### config.mk
export PLATFORM = sky130hd
export DESIGN_NAME = bcd2_serial_subtractor
export DESIGN_NICKNAME = d
export VERILOG_FILES = /design/src/rtl/bcd2_serial_subtractor.sv
export SDC_FILE = /design/constraint.sdc
export NUM_CORES = 1
export LEC_CHECK = 0
export ABC_AREA = 1
export CORE_MARGIN = 2
export CORE_UTILIZATION = 55
export CTS_BUF_LIST = sky130_fd_sc_hd__clkbuf_8
export DETAILED_ROUTE_END_ITERATION = 10
export HOLD_SLACK_MARGIN = 0.08
export PLACE_DENSITY_LB_ADDON = 0.3
export SLEW_MARGIN = 20
export SYNTH_ARGS = -nofsm -noshare
export SYNTH_HDL_FRONTEND = slang
export SYNTH_SLANG_ARGS = --single-unit
### constraint.sdc
create_clock -name clk -period 2.9 [get_ports clk]
set_clock_uncertainty 0.2 [all_clocks]
set_input_delay 0.29 -clock clk [delete_from_list [all_inputs] [get_ports clk]]
set_output_delay 0.29 -clock clk [all_outputs]
set_load 0.02 [all_outputs]
### src/rtl/bcd2_serial_subtractor.sv
// Two-digit packed-BCD subtractor, one decimal digit per clock.
// Result is ten's complement with borrow-out; start/done handshake for sequencing.
module bcd2_serial_subtractor (
    input  logic       clk,
    input  logic       rst,
    input  logic       start,
    input  logic [7:0] minuend,
    input  logic [7:0] subtrahend,
    input  logic       Bin,
    output logic [7:0] difference,
    output logic       Bout,
    output logic       busy,
    output logic       done,
    output logic       invalid
);

    // state | meaning
    // IDLE  | waiting for start, outputs hold last result
    // D0    | units digit subtract
    // D1    | tens digit subtract, publish result and pulse done
    typedef enum logic [1:0] {IDLE, D0, D1} state_t;

    state_t     state;
    logic [7:0] m_q;
    logic [7:0] s_q;
    logic       borrow;
    logic [3:0] units;
    logic       inv_pend;
    logic [4:0] units_res;
    logic [4:0] tens_res;
    logic       nib_bad;

    // Returns {borrow_out, digit}; a negative partial result is folded back by +10.
    function automatic logic [4:0] digit_sub(input logic [3:0] a, input logic [3:0] b,
                                             input logic br);
        logic [4:0] t;
        t = {1'b0, a} - {1'b0, b} - {4'b0000, br};
        if (t[4])
            digit_sub = {1'b1, t[3:0] + 4'd10};
        else
            digit_sub = {1'b0, t[3:0]};
    endfunction

    assign units_res = digit_sub(m_q[3:0], s_q[3:0], borrow);
    assign tens_res  = digit_sub(m_q[7:4], s_q[7:4], borrow);
    assign nib_bad   = (minuend[3:0] > 4'd9) || (minuend[7:4] > 4'd9) ||
                       (subtrahend[3:0] > 4'd9) || (subtrahend[7:4] > 4'd9);

    always_ff @(posedge clk) begin
        if (rst) begin
            state      <= IDLE;
            m_q        <= 8'h00;
            s_q        <= 8'h00;
            borrow     <= 1'b0;
            units      <= 4'h0;
            inv_pend   <= 1'b0;
            difference <= 8'h00;
            Bout       <= 1'b0;
            busy       <= 1'b0;
            done       <= 1'b0;
            invalid    <= 1'b0;
        end else begin
            done <= 1'b0;
            case (state)
                IDLE: begin
                    if (start) begin
                        m_q      <= minuend;
                        s_q      <= subtrahend;
                        borrow   <= Bin;
                        inv_pend <= nib_bad;
                        busy     <= 1'b1;
                        state    <= D0;
                    end
                end
                D0: begin
                    units  <= units_res[3:0];
                    borrow <= units_res[4];
                    state  <= D1;
                end
                D1: begin
                    if (inv_pend) begin
                        difference <= 8'h00;
                        Bout       <= 1'b0;
                        invalid    <= 1'b1;
                    end else begin
                        difference <= {tens_res[3:0], units};
                        Bout       <= tens_res[4];
                        invalid    <= 1'b0;
                    end
                    borrow <= tens_res[4];
                    done   <= 1'b1;
                    busy   <= 1'b0;
                    state  <= IDLE;
                end
                default: state <= IDLE;
            endcase
        end
    end

endmodule

==> results.ini, run 1 <==
[placed_design]
gp_congestion=0.741
dpl_cell_area_sq_um=2300
io_buffers=31
post-place-ws_ns=0.263
dp_hpwl_mm=2.83

[clock_tree]
cts.clk_slew.worst_paths_ns=0.07
h-tree-depth=2
cts_tree=yes
cts.sinks=36
root_buffer=clkbuf_8
cts_buffers=5
cts_buffer_depth=2
post_cts_buffers=0
worstSkewPairLatency_ns=0.28

[power]
power.internal_uw=1050
seq_power_share_pct=36.4
sw_frac_of_total_pct=34.0
p_clk_share_pct=26.6
ir_drop_mv=0.383
p_leak_uw=0.00110
pwr-share-comb_pct=37.0
powerDensity_nw_per_um2=657
netSwitchingPower_uw=539

[logic_synthesis]
synth_cell_types=29
syn-cell-area_sq_um=1950
netlist_top_cells_count=inv_1, nand2_1, dfxtp_1, nor2_1, o21ai_0
synth_top_area_share_pct=36.9
syn_area_per_cell_sq_um=7.49
synth-warning-count=0
synth_fp_nets=301
synth_edf_count=0
syn_inst=261
synth-main-ff-cell=dfxtp_1
ys_async_sr_fraction_pct=0
ys_ff_latch=36
synth_top_area_cell=dfxtp_1
yosysSeqAreaShare_pct=36.9
synthTopCellsByArea=dfxtp_1, ha_1, inv_1
yosysMostFrequentCell=inv_1

[sta]
fin_setup_tns_ns=0
whs_ns=0.263
max_freq_mhz=379
worst_pin_slew_ns=0.471
slew_headroom_pct=68.5
setup_slack_ns=0.262
finalCriticalPeriod_ns=2.64
slew_viol_final=0
final_min_period_over_clock_period_pct=91.0
rsz0062_at_grt=false
finalSetupViolCount=0
finalHoldViolCount=0

[global_routing]
grt_max_degree=23
grt.overflow.total=0
grt_pass1_vias=1577
grt_pass1_wl_mm=6.39
grt_usage_pct=19.5
antenna_found_initial=0

[worst_setup_path]
r2r_start=m_q[0]
r2r_slack_ns=0.26
slowest_delay_ns=0.57
critPathBufInv=1
worstPathCellList=fa_1 -> ha_1 -> nor2_1 -> fa_1 -> xor2_1 -> inv_1 -> ha_1 -> o211ai_1 -> a21oi_1
worstSetupStartpointType=flip-flop
arrival_ns=2.61
crit_fanout=2
crit_family=adder cells
end_kind=flip-flop
criticalPathCategory=flip-flop to flip-flop
worstRegToRegCells=9
slowest_stage=fa_1
r2r-end=units[2]
cp.required_ns=2.87

[finish]
antenna_cells=0
final_util_pct=71.7
nNetsFinal=333
drive_gt1_share_pct=8.16
area_delta_synth_final_pct=23.4
post-route-cell-area_sq_um=2410

[floorplan]
pin_count=32
rows=21
initial_core_util_pct=58.1
coreArea_sq_um=3360
die_w_um=63.6
die_y_um=63.6
die_area_sq_um=4050

[hold_path]
min_to=difference[3]
hold_path_startpoint=units[3]
hold_depth=2
hp-class=flip-flop to flip-flop

[run]
drv_cap=0

[route]
dr.pass1.iters=4
drtAntennaViolNets=0
drc=0
drt-wirelength-per-cell_um=10.4
drt_iter0_markers=86
wl_mm=3.52
vias=1668
via_per_inst=4.91

[outcome]
status=completed

[area by class of cell]
type	instances	area [sq um]
Clock buffer	5	68.8
Clock inverter	3	38.8
Fill cell	285	951
Inverter	43	161
Multi-Input combinational cell	174	1040
Sequential cell	36	721
Tap cell	46	57.6
Timing Repair Buffer	33	325
[metal layers]
metal | vias up | wire (um) | global-route usage (%)
met3 | 7 | 159 | 3.75
met1 | 732 | 1690 | 24.1
met2 | 43 | 1620 | 33.7
li1 | 886 | - | -
met4 | 0 | 53 | 6.52
met5 | - | 0 | 0
[power groups by stage]
| stage | Sequential (uW) | Clock (uW) | Combinational, uW |
|---|---|---|---|
| final | 577 | 422 | 586 |
| after global routing | 584 | 459 | 684 |
| after CTS | 577 | 429 | 590 |
| after detailed placement | 588 | 0 | 588 |
| after global placement | 585 | 0 | 566 |
| after floorplan | 597 | 0 | 435 |
[worst min-delay path, delay by kind of cell (launching register included)]
family	cells	cell delay (ns)
flip-flops	1	0.31
AND/OR/NAND/NOR	1	0.06
AO/OA/AOI/OAI	1	0.05
[cells in the final DEF, fill, tap and decap left out]
| cell type | Yosys | layout |
|---|---|---|
| a21oi_1 | 19 | 19 |
| a21oi_2 | 1 | 1 |
| a31oi_1 | 1 | 1 |
| and2_1 | 1 | 1 |
| and3_1 | 1 | 1 |
| buf_4 | 0 | 2 |
| bufinv_16 | 0 | 1 |
| clkbuf_8 | 0 | 5 |
| clkdlybuf4s50_1 | 0 | 31 |
| clkinv_2 | 0 | 1 |
| dfxtp_1 | 36 | 36 |
| fa_1 | 3 | 3 |
| ha_1 | 17 | 17 |
| inv_1 | 43 | 44 |
| nand2_1 | 40 | 40 |
| nand2_2 | 4 | 4 |
| nand2_4 | 2 | 2 |
| nand3_1 | 10 | 10 |
| nand3_2 | 2 | 2 |
| nand3b_1 | 2 | 2 |
| nor2_1 | 28 | 28 |
| nor2_2 | 3 | 3 |
| nor3_1 | 1 | 1 |
| o211ai_1 | 1 | 1 |
| o21ai_0 | 28 | 27 |
| o21ai_1 | 0 | 1 |
| o21ai_2 | 1 | 1 |
| o221a_2 | 1 | 1 |
| or2_1 | 1 | 1 |
| or2_2 | 1 | 1 |
| xnor2_1 | 1 | 1 |
| xor2_1 | 5 | 5 |
[metrics by stage]
step / cells / power [uW]
after global routing: 340 / 1730
after CTS: 340 / 1600
final: 340 / 1590
after detailed placement: 332 / 1180
after global placement: 332 / 1150
after floorplan: 261 / 1030
[cell families (layout without fill, tap and decap cells)]
logic type / count (synthesis) / in the layout / share of synthesized area (%)
AND/OR/NAND/NOR: 96 / 96 / 22.3
AO/OA/AOI/OAI: 52 / 52 / 14.2
buffers and inverters: 51 / 84 / 9.92
flip-flops: 36 / 36 / 36.9
adder cells (fa/ha/maj): 20 / 20 / 14.0
XOR/XNOR: 6 / 6 / 2.69
[what timing repair did]
| item | in CTS | in global routing |
|---|---|---|
| hold buffers | 0 | 0 |
| setup endpoints to repair | 0 | 1 |
| gates resized for setup | 0 | 1 |
[flip-flops by register name, summed over array words and instances, names as in the netlist]
signal and flops:
difference 8, done 1, s_q 8, m_q 8, busy 1, Bout 1, units 4, invalid 1
state 2, borrow 1, inv_pend 1
[how the worst max path moves through the flow]
stage / startpoint / endpoint / slack (ns) / depth (start not counted)
floorplan: borrow / units[2] / 0.39 / 11
global placement: borrow / units[2] / 0.35 / 11
detailed placement: m_q[0] / units[2] / 0.26 / 9
CTS: m_q[0] / units[2] / 0.25 / 9
global route: borrow / units[3] / 0.05 / 13
finish: m_q[0] / units[2] / 0.26 / 9
(Power assumes the default switching activity.)
==> inputs of run 2 (changes only) <==
--- a/config.mk
+++ b/config.mk
@@ -13,4 +13,5 @@
 export HOLD_SLACK_MARGIN = 0.08
 export PLACE_DENSITY_LB_ADDON = 0.3
+export SKIP_LAST_GASP = 1
 export SLEW_MARGIN = 20
 export SYNTH_ARGS = -nofsm -noshare
==> constraint.sdc (replaced) <==
create_clock -name clk -period 2.9 [get_ports clk]
set_clock_uncertainty 0.2 [all_clocks]
set_input_delay 0.29 -clock clk [delete_from_list [all_inputs] [get_ports clk]]
set_output_delay 0.29 -clock clk [all_outputs]
set_load 0.005 [all_outputs]
==> results of run 2 <==
The final DEF is identical to that of run 1. Status: completed.
Among the figures that moved: total power 1590 uW -> 1570 uW; worst IR drop on VDD 0.383 mV -> 0.382 mV
==> patch: new RTL, flow settings as in run 1 <==
Register the output `difference` once more, without a reset; this adds one clock of latency there. The other outputs are not delayed to match.
--- a/src/rtl/bcd2_serial_subtractor.sv
+++ b/src/rtl/bcd2_serial_subtractor.sv
@@ -20,4 +20,6 @@
     // D1    | tens digit subtract, publish result and pulse done
     typedef enum logic [1:0] {IDLE, D0, D1} state_t;
+
+    logic [7:0] difference_s0;
 
     state_t     state;
@@ -55,5 +57,5 @@
             units      <= 4'h0;
             inv_pend   <= 1'b0;
-            difference <= 8'h00;
+            difference_s0 <= 8'h00;
             Bout       <= 1'b0;
             busy       <= 1'b0;
@@ -80,9 +82,9 @@
                 D1: begin
                     if (inv_pend) begin
-                        difference <= 8'h00;
+                        difference_s0 <= 8'h00;
                         Bout       <= 1'b0;
                         invalid    <= 1'b1;
                     end else begin
-                        difference <= {tens_res[3:0], units};
+                        difference_s0 <= {tens_res[3:0], units};
                         Bout       <= tens_res[4];
                         invalid    <= 1'b0;
@@ -98,4 +100,8 @@
     end
 
+    always_ff @(posedge clk) begin
+        difference <= difference_s0;
+    end
+
 endmodule
 
Behaviour: not the same (Yosys sat finds a counterexample within 4 cycles, from zero or initial values and one cycle with rst high).
==> patch against run 1 <==
- power rose by 2.8%
- sequential cell count rose by 8
- via count barely moved
- area after synthesis rose by 6.3%
- largest cell class unchanged
- worst setup slack improved by 0.0071 ns
- routed wire length fell by 0.48%
- final area rose by 4.6%
- utilization fell by 2.3 points
==> patch: results (changes against run 1) <==
stage,metric,value,unit,change
yosys,Synth Area in XOR/XNOR,2.11,%,was 2.69%
grt,gr usage total,19.5,%,about the same
yosys,synth unique cells,28,,was 29
grt,met3 usage,5.65,%,was 3.75%
place,routability cong.,0.757,,was 0.741
yosys,Post-Synth Adder-Cell Area,13.1,%,was 14.0%
yosys,largest cells by area after synthesis,"dfxtp_1 (42%), ha_1 (10%), inv_1 (7.4%)",,"was dfxtp_1 (37%), ha_1 (11%), inv_1 (8.3%)"
routing,met2 routed WL,1.68,mm,was 1.62 mm
clock_tree,clock latency reported for the late side of the worst-skew pair,0.30,ns,was 0.28 ns
yosys,post-synthesis sequential area ratio,42.4,%,was 36.9%
routing,Iter 0 DRT Violations,57,,was 86
yosys,post-synthesis compound-gate area fraction,14.0,%,was 14.2%
grt,largest net degree at the start of global routing,27,,was 23
yosys,Syn Nets,304,,was 301
grt,vias in the first global route,1593,,was 1577
routing,Post-Route M1 WL,1.63,mm,was 1.69 mm
place,placed cell areas,0.00243,mm^2,was 0.00230 mm^2
place,Post-DP HPWL,2.82,mm,was 2.83 mm
routing,final wirelength,3.51,mm,was 3.52 mm
cells_and_area,share of cells above drive strength 1,6.73,%,was 8.16%
place,pre-CTS WS,0.261,ns,was 0.263 ns
critical_path,CP Data Arrival Time,2.67,ns,was 2.61 ns
grt,met2 usage,35.6,%,was 33.7%
hold_path,worst hold path class,reg -> reg,,unchanged
run_status,status,"complete, no violations",,unchanged
critical_path,crit-path max cell delay,0.51,ns,was 0.57 ns
power_and_ir_drop,Leak Pwr,1.13,nW,was 1.10 nW
yosys,Main synth FF type,dfxtp_1,,unchanged
yosys,Mapped Cells,264,,was 261
timing,Slew HR,65.7,%,was 68.5%
clock_tree,CTS root buf,clkbuf_8,,unchanged
place,Post-Place Cells,337,,was 332
grt,met1 global-route usage,21.6,%,was 24.1%
routing,WL/cell,10.2,um,was 10.4 um
routing,routed wl met3,143,um,was 159 um
yosys,Synth top cells by count,"dfxtp_1 (44), inv_1 (41), nand2_1 (38), nor2_1 (29), o21ai_0 (28)",,"was inv_1 (43), nand2_1 (40), dfxtp_1 (36), nor2_1 (28), o21ai_0 (28)"
power_and_ir_drop,"IR drop worst, VDD",275,uV,was 383 uV
grt,global-route wire length before repair,6.41,mm,was 6.39 mm
power_and_ir_drop,Sw Share,32.8,%,was 34.0%
routing,Vias,1669,,was 1668
[patch: power by group through the flow]
| stage | clock network, W | logic, W | registers (W) |
|---|---|---|---|
| finish | 0.000385 | 0.000550 | 0.000694 |
| global route | 0.000422 | 0.000645 | 0.000701 |
| floorplan | 0 | 0.000406 | 0.000717 |
| detailed placement | 0 | 0.000553 | 0.000708 |
| global placement | 0 | 0.000533 | 0.000705 |
| CTS | 0.000399 | 0.000557 | 0.000694 |
[patch: path summary, 6_finish.rpt]
check                                       from             to  slack, ns  cells after the start
worst min-delay path            difference_s0[2]  difference[2]       0.15                      0
worst max-delay path                      borrow       units[3]       0.27                     13
worst min register to register  difference_s0[2]  difference[2]       0.15                      0
worst max register to register            borrow       units[3]       0.27                     13
[patch: layout make-up]
class                   count  area [um^2]
fillers                   319         1110
multi-input cells         171         1010
flip-flops and latches     44          881
repair buffers             33          325
inverters                  41          154
clock buffers               6         82.6
well taps                  48         60.1
clock inverters             2         10.0
